**src/rtl/demux_1to4_reg_pkg.sv**
```systemverilog
// Shared definitions for the registered 1-to-4 demultiplexer:
// the default payload width, the sel encodings and the slot states.
package demux_1to4_reg_pkg;

  localparam int DEFAULT_SIZE = 16;

  localparam logic [1:0] SEL_OUT1 = 2'b00;
  localparam logic [1:0] SEL_OUT2 = 2'b01;
  localparam logic [1:0] SEL_OUT3 = 2'b10;
  localparam logic [1:0] SEL_OUT4 = 2'b11;

  typedef enum logic {
    SLOT_EMPTY = 1'b0,
    SLOT_FULL  = 1'b1
  } slot_state_e;

endpackage : demux_1to4_reg_pkg

```
**src/rtl/demux_slot.sv**
```systemverilog
// One-entry output slot: a payload register plus a FULL flag.
// The parent only pushes when the slot is empty or is popped in the same
// cycle, so a push always wins and leaves the slot FULL with the new data.
module demux_slot
  import demux_1to4_reg_pkg::*;
#(
  parameter int size = DEFAULT_SIZE
) (
  input  logic          clk,
  input  logic          rst,
  input  logic          push,
  input  logic          pop,
  input  logic [size:1] in_data,
  output logic          full,
  output logic [size:1] data
);

  slot_state_e   state_q, state_d;
  logic [size:1] data_q, data_d;

  // Next-state and next-payload selection for the slot.
  always_comb begin
    // NOTE: every variable gets a default first so no path leaves it unassigned (no latch).
    state_d = state_q;
    data_d  = data_q;
    if (push) begin
      state_d = SLOT_FULL;
      data_d  = in_data;
    end else if (pop) begin
      state_d = SLOT_EMPTY;
    end
  end

  // Slot registers with synchronous reset that overrides any push or pop.
  always_ff @(posedge clk) begin
    // NOTE: state is updated with non-blocking assignments so all flops sample together.
    if (rst) begin
      state_q <= SLOT_EMPTY;
      // NOTE: the payload is reset too, because the outputs must read zero after reset.
      data_q  <= '0;
    end else begin
      state_q <= state_d;
      data_q  <= data_d;
    end
  end

  assign full = (state_q == SLOT_FULL);
  assign data = data_q;

endmodule : demux_slot

```
**src/rtl/demux_1to4_reg.sv**
```systemverilog
// Registered 1-to-4 demultiplexer with a one-entry slot per destination.
// An input beat is steered by sel into its slot; each slot drains
// independently through its own valid/ready pair.
module demux_1to4_reg
  import demux_1to4_reg_pkg::*;
#(
  parameter int size = DEFAULT_SIZE
) (
  input  logic          clk,
  input  logic          rst,
  input  logic [size:1] in_data,
  input  logic          in_valid,
  input  logic [1:0]    sel,
  output logic          in_ready,
  output logic [size:1] out1,
  output logic [size:1] out2,
  output logic [size:1] out3,
  output logic [size:1] out4,
  output logic [3:0]    out_valid,
  input  logic [3:0]    out_ready,
  output logic          busy
);

  logic [3:0]    sel_onehot;
  logic [3:0]    push;
  logic [3:0]    pop;
  logic [3:0]    full;
  logic [size:1] slot_data [4];

  // Decode sel into a one-hot destination vector.
  always_comb begin
    sel_onehot = '0;
    case (sel)
      SEL_OUT1: sel_onehot[0] = 1'b1;
      SEL_OUT2: sel_onehot[1] = 1'b1;
      SEL_OUT3: sel_onehot[2] = 1'b1;
      default:  sel_onehot[3] = 1'b1;
    endcase
  end

  // A slot can take a beat if it is empty or is being drained this cycle.
  assign pop      = full & out_ready;
  assign in_ready = ~full[sel] | pop[sel];
  assign push     = sel_onehot & {4{in_valid & in_ready}};

  for (genvar k = 0; k < 4; k++) begin : g_slot
    demux_slot #(
      .size(size)
    ) u_slot (
      .clk    (clk),
      .rst    (rst),
      .push   (push[k]),
      .pop    (pop[k]),
      .in_data(in_data),
      .full   (full[k]),
      .data   (slot_data[k])
    );
  end

  assign out1      = slot_data[0];
  assign out2      = slot_data[1];
  assign out3      = slot_data[2];
  assign out4      = slot_data[3];
  assign out_valid = full;
  assign busy      = |full;

endmodule : demux_1to4_reg

```
**config.mk**
```make
export PLATFORM = sky130hd
export DESIGN_NAME = demux_1to4_reg
export DESIGN_NICKNAME = d
export VERILOG_FILES = /design/src/rtl/demux_1to4_reg_pkg.sv /design/src/rtl/demux_slot.sv /design/src/rtl/demux_1to4_reg.sv
export SDC_FILE = /design/constraint.sdc
export NUM_CORES = 1
export LEC_CHECK = 0
export BUFFER_PORTS_ARGS = -buffer_cell sky130_fd_sc_hd__buf_4
export CAP_MARGIN = 20
export CORE_ASPECT_RATIO = 0.7
export CORE_MARGIN = 4
export CORE_UTILIZATION = 40
export CTS_CLUSTER_DIAMETER = 60
export CTS_CLUSTER_SIZE = 12
export DETAILED_ROUTE_END_ITERATION = 10
export PLACE_DENSITY = 0.78
export SETUP_SLACK_MARGIN = 0.3
export SYNTH_ARGS = -nofsm -noshare
export SYNTH_HDL_FRONTEND = slang
export SYNTH_HIERARCHICAL = 1
export SYNTH_SLANG_ARGS = --single-unit
```
**constraint.sdc**
```tcl
create_clock -name clk -period 1.65 [get_ports clk]
set_input_delay 0.2475 -clock clk [delete_from_list [all_inputs] [get_ports clk]]
set_output_delay 0.2475 -clock clk [all_outputs]
set_load 0.02 [all_outputs]
```
# ---- After elaboration in Yosys (flattened, before gate mapping)
# Index checks and enable logic that the tools add are counted.
dict set report classes {
  n_lt_le_gt_ge 1
  n_eq_ne 2
  muxes 16
  bitwise_logic 5
  n_reduce_logical 7
}
# op count
set ops {}
lappend ops {{$mux W1} 14}
lappend ops {{$and A4 B4 Y4} 2}
lappend ops {{$reduce_bool A2 Y1} 4}
lappend ops {{$bmux W1 S2} 2}
lappend ops {{$reduce_or A4 Y1} 1}
lappend ops {{$lt A2 B3 Y1 const B} 1}
lappend ops {{$reduce_or A3 Y1} 1}
lappend ops {{$eq A2 B1 Y1 const B} 1}
lappend ops {{$eq A2 B2 Y1 const B} 1}
lappend ops {{$logic_not A2 Y1} 1}
lappend ops {{$and A1 B1 Y1} 1}
lappend ops {{$not A1 Y1} 1}
lappend ops {{$or A1 B1 Y1} 1}
dict set report word_totals {
  register_bits 68
  input_bits 25
  word_cells 39
}

# ---- Depth between registers and ports, before layout
dict set report depth {
  word_depth 7
  mapped_depth 6
  depth_no_buf 4
}

# ---- Modules after synthesis
# The synthesis kept the hierarchy.
# mod instances cells_each area_per_inst_um2 seq_area_each_um2
set by_module_without_submodules {}
lappend by_module_without_submodules {demux_slot 4 56 616.8 340.3}
lappend by_module_without_submodules {demux_1to4_reg 1 14 121.4 0.0}

# ---- Least setup slack after synthesis
# Ideal clock, no wire load.
dict set report synth_path {
  path_kind {register to register}
  from {register g_slot[0].u_slot.state_q}
  to {register g_slot[0].u_slot.data_q (netlist bit g_slot[0].u_slot/data[10])}
  t_arrival_ns 1.277
  slack_ns 0.256
  path_stages_with_launch 7
  n_path_buf 2
  synth_period_minus_slack_ns 1.394
  path_cell_list {dfxtp_1 -> nand2b_1 -> nor4bb_1 -> buf_6 -> buf_12 -> mux2i_1 -> nor2_1}
}
dict set report synth_between {
  elab_chain_len 6
  word_cells_on_any_way 9
}
# element line
set synth_rtl {}
lappend synth_rtl {{start: declaration} demux_slot.sv:18} ;# slot_state_e state_q, state_d;
lappend synth_rtl {{start signal: assignment} demux_slot.sv:42} ;# state_q <= state_d;
lappend synth_rtl {{$and A4 B4 Y4 or $bmux W1 S2 (tied branches)} {demux_1to4_reg.sv:42, demux_1to4_reg.sv:43}}
lappend synth_rtl {{$bmux W1 S2 or $mux W1 (tied branches)} demux_1to4_reg.sv:43} ;# assign in_ready = ~full[sel] | pop[sel];
lappend synth_rtl {{$mux W1 (implied by the code) or $not A1 Y1 (tied branches)} demux_1to4_reg.sv:43}
lappend synth_rtl {{$or A1 B1 Y1 *} demux_1to4_reg.sv:43}
lappend synth_rtl {{$and A1 B1 Y1 *} demux_1to4_reg.sv:44} ;# assign push = sel_onehot & {4{in_valid & in_ready}};
lappend synth_rtl {{$and A4 B4 Y4 *} demux_1to4_reg.sv:44}
lappend synth_rtl {{net push[0]} demux_1to4_reg.sv:25} ;# logic [3:0] push;
lappend synth_rtl {{end signal: assignment} demux_slot.sv:43} ;# data_q <= data_d;
lappend synth_rtl {{end: declaration} demux_slot.sv:19} ;# logic [size:1] data_q, data_d;
# Mark *: on every way through the listed nets, which the timed path passes. The rest lies on a longest branch. The select of a mux whose other input is x is not followed.
# A chain may end at the register's enable or synchronous reset.

# ---- Worst setup path in the final report
dict set report layout_path {
  from {register g_slot[1].u_slot.state_q}
  to {output port busy}
}
dict set report layout_between {
  elab_chain_len 1
}
# element line
set layout_rtl {}
lappend layout_rtl {{start: declaration} demux_slot.sv:18}
lappend layout_rtl {{start signal: assignment} demux_slot.sv:42}
lappend layout_rtl {{$reduce_or A4 Y1} demux_1to4_reg.sv:65} ;# assign busy = |full;
lappend layout_rtl {{end: declaration} demux_1to4_reg.sv:21} ;# output logic busy
# No other way between the ends.

==> run_results.csv <==
group,metric,value,unit
status,status,"finished, final reports clean",
pwr,pwr_density_cell,947.4,nW/µm²
floorplanning,fp.coreArea,6246,µm²
global_routing,grt_max_degree,69,
pwr,irDropWorstVdd,0.6054,mV
place,dp.cells,399,
floorplanning,die_y,75.31,µm
global_routing,antenna_found_initial,0,
worst_setup_path,required,1.40,ns
worst_setup_path,cp-start-kind,"flip-flop",
yosys,synth_seq_area_share,52.59,%
worst_setup_path,arrival,1.37,ns
yosys,ys_types,16,
sta,period_needed,1.616,ns
drt,drt_iter0_drc,90,
cells_and_area,syn_to_final_growth,42.87,%
global_routing,grt_overflow_total,0,
yosys,synth-seq-cells,68,
worst_setup_path,cp_slowest_stage_delay,0.53,ns
drt,drc,0,
place,gp_congestion,0.8015,
worst_setup_path,cp_top_family,"simple AND/OR/NAND/NOR gates",
cells_and_area,fin_cells,424,
cts,root_buffer,"clkbuf_8",
global_routing,grt_pass1_vias,1931,
sta,rsz0062_at_grt,"yes",
worst_setup_path,crit_fanout,5,
yosys,async_flop_share,0,%
flow_run,drv_cap,0,
cts,clk_path_buf_depth,2,
worst_setup_path,worst_setup_path_end_kind,"output port",
sta,setup_viol,0,
drt,vias_per_cell,4.741,
cts,h-tree-depth,3,
cells_and_area,stdcell_area,3699,µm²
cells_and_area,nNetsFinal,367,
cts,cts_sinks,68,
place,place_area,3319,µm²
drt,drt_first_pass_iters,4,
yosys,synth_commonest_cells,"dfxtp_1, mux2i_1, nor2_1, buf_2, nand2b_1",
floorplanning,dieArea,7843,µm²
drt,finalWirelength,6597,µm
global_routing,grt_pass1_wl,9715,µm
cells_and_area,multi_input_area,1087,µm²
worst_setup_path,ff2ff_setup_slack,0.20,ns
sta,layout_setup_ws,0.03443,ns
floorplanning,initial_core_util,41.45,%
yosys,netlist.area_leader.share,52.59,%
worst_setup_path,critPathSlowestCell,"or4_1",
yosys,syn_area,2589,µm²
pwr,p_leak,1.598,nW
cts,cts_tree,"yes",
cells_and_area,drive_gt1_share,40.17,%
worst_setup_path,worstSetupStartpoint,"g_slot[1].u_slot/full",
place,hpwl,4092,µm
cts,clk_pin_slew,0.07,ns
floorplanning,pin_count,95,
cells_and_area,fillers,534,
yosys,ys_top_cells_by_area,"dfxtp_1, mux2i_1, nor2_1, buf_12, nand2b_1",
sta,worst_pin_slew,0.6857,ns
pwr,p_total,3.504,mW
cts,worstSkewPairLatency,0.33,ns
global_routing,global_route.usage.total,15.74,%
sta,hold_violations,0,
yosys,synthFlopType,"dfxtp_1",
yosys,yosysTopAreaCell,"dfxtp_1",
yosys,syn_nets,263,
worst_setup_path,worstReg2RegStart,"g_slot[0].u_slot/full",
drt,vias,2010,
floorplanning,die_w,104.2,µm
cts,hold_buffers,0,
hold_path,min_from,"in_data[12]",
place,io_buffers,94,
yosys,syn_avg_cell_area,10.88,µm²
cts,cts_made_buffers,9,
worst_setup_path,path_buf_inv,1,
cells_and_area,diodes,0,
drt,antenna_left,0,
hold_path,hold_class,"in2reg",
drt,post_drt_wl_per_cell,15.56,µm
worst_setup_path,path_cells,"or4_1, buf_6",
yosys,synth_warnings,6,
sta,hold_slack,0.1816,ns
sta,max_freq,0.6190,GHz
floorplanning,row_count,24,
sta,relSlewSlack,54.28,%
place,place_ws,0.2699,ns
sta,fin_crit_sh,97.91,%
sta,slew_viol_final,0,
yosys,synthCells,238,
yosys,synth_edf_count,0,
yosys,synth.most_common_cell,"dfxtp_1",
sta,fin_worst_skew,0.006650,ns
cells_and_area,regArea,1369,µm²
worst_setup_path,crit_type,"reg2out",
## sequential cells by signal, indices dropped and copies added (netlist names)
signal and cells:
g_slot.u_slot/data 64, g_slot.u_slot/full 4
## worst reg2reg max path, stage by stage, from the launching register on
cell,delay [ns]
dfxtp_2,0.34
nand2b_1,0.08
buf_4,0.11
nor4bb_4,0.20
buf_6,0.17
clkbuf_16,0.17
mux2i_1,0.18
nor2_1,0.05
## report_power, final
part	switching (mW)	total, mW	internal, mW
Clock	0.597	1.28	0.685
Sequential	0.0344	1.73	1.70
Combinational	0.250	0.488	0.239
Total	0.881	3.50	2.62
## worst paths after layout
path,to,cells past startpoint
min,g_slot[1].u_slot/data[12],3
max reg2reg,g_slot[0].u_slot/data[16],7
max,busy,2
min reg2reg,g_slot[0].u_slot/data[7],2
## per-stage QoR
| stage | utilization [%] | setup TNS, ns |
|---|---|---|
| after floorplan | - | 0 |
| after global placement | 53.14 | 0 |
| after detailed placement | 53.14 | 0 |
| after CTS | 56.57 | 0 |
| after global routing | 59.21 | -0.05445 |
| final | 59.21 | 0 |
## metal layers
layer  vias to the layer above  global-route usage [%]  wire length [µm]
met1                       965                   19.42              3022
met3                         2                   6.266               304
li1                        993                       -                 -
met4                         0                   4.867                34
met2                        50                   25.99              3236
met5                         -                       0                 0
## final cells by class
class	instances	share of cell area, %
clock buffers	10	3.451
clock inverters	5	1.455
inverters	4	0.4060
well taps	78	2.639
multi-input cells	150	29.40
repair buffers	109	25.64
flip-flops and latches	68	37.01
## what timing repair did
action                                  4_1_cts  5_1_grt
gates cloned                                  0        4
endpoints found under the setup margin        2       43
buffers inserted                              3        3
pin swaps                                     0        2
gates resized for setup                       4       13
## cells by family after synthesis
logic type	share of synthesized area, %
AOI/OAI and AO/OA	0.7734
buffers and inverters	6.960
DFF	52.59
muxes	25.62
and+or+nand+nor	14.07
## cells in the final DEF, fill, tap and decap left out, drive strengths merged, types with 2 or more instances in the layout
master  synthesis  layout
clkinv          0       4
and2            4       4
dfxtp          68      68
buf            16     105
inv             4       4
nand2b          8       8
and4b           2       2
mux2i          64      64
nor2           64      64
clkbuf          0      14
a21oi           4       4
Note: power is estimated with default switching activity, not from simulation.
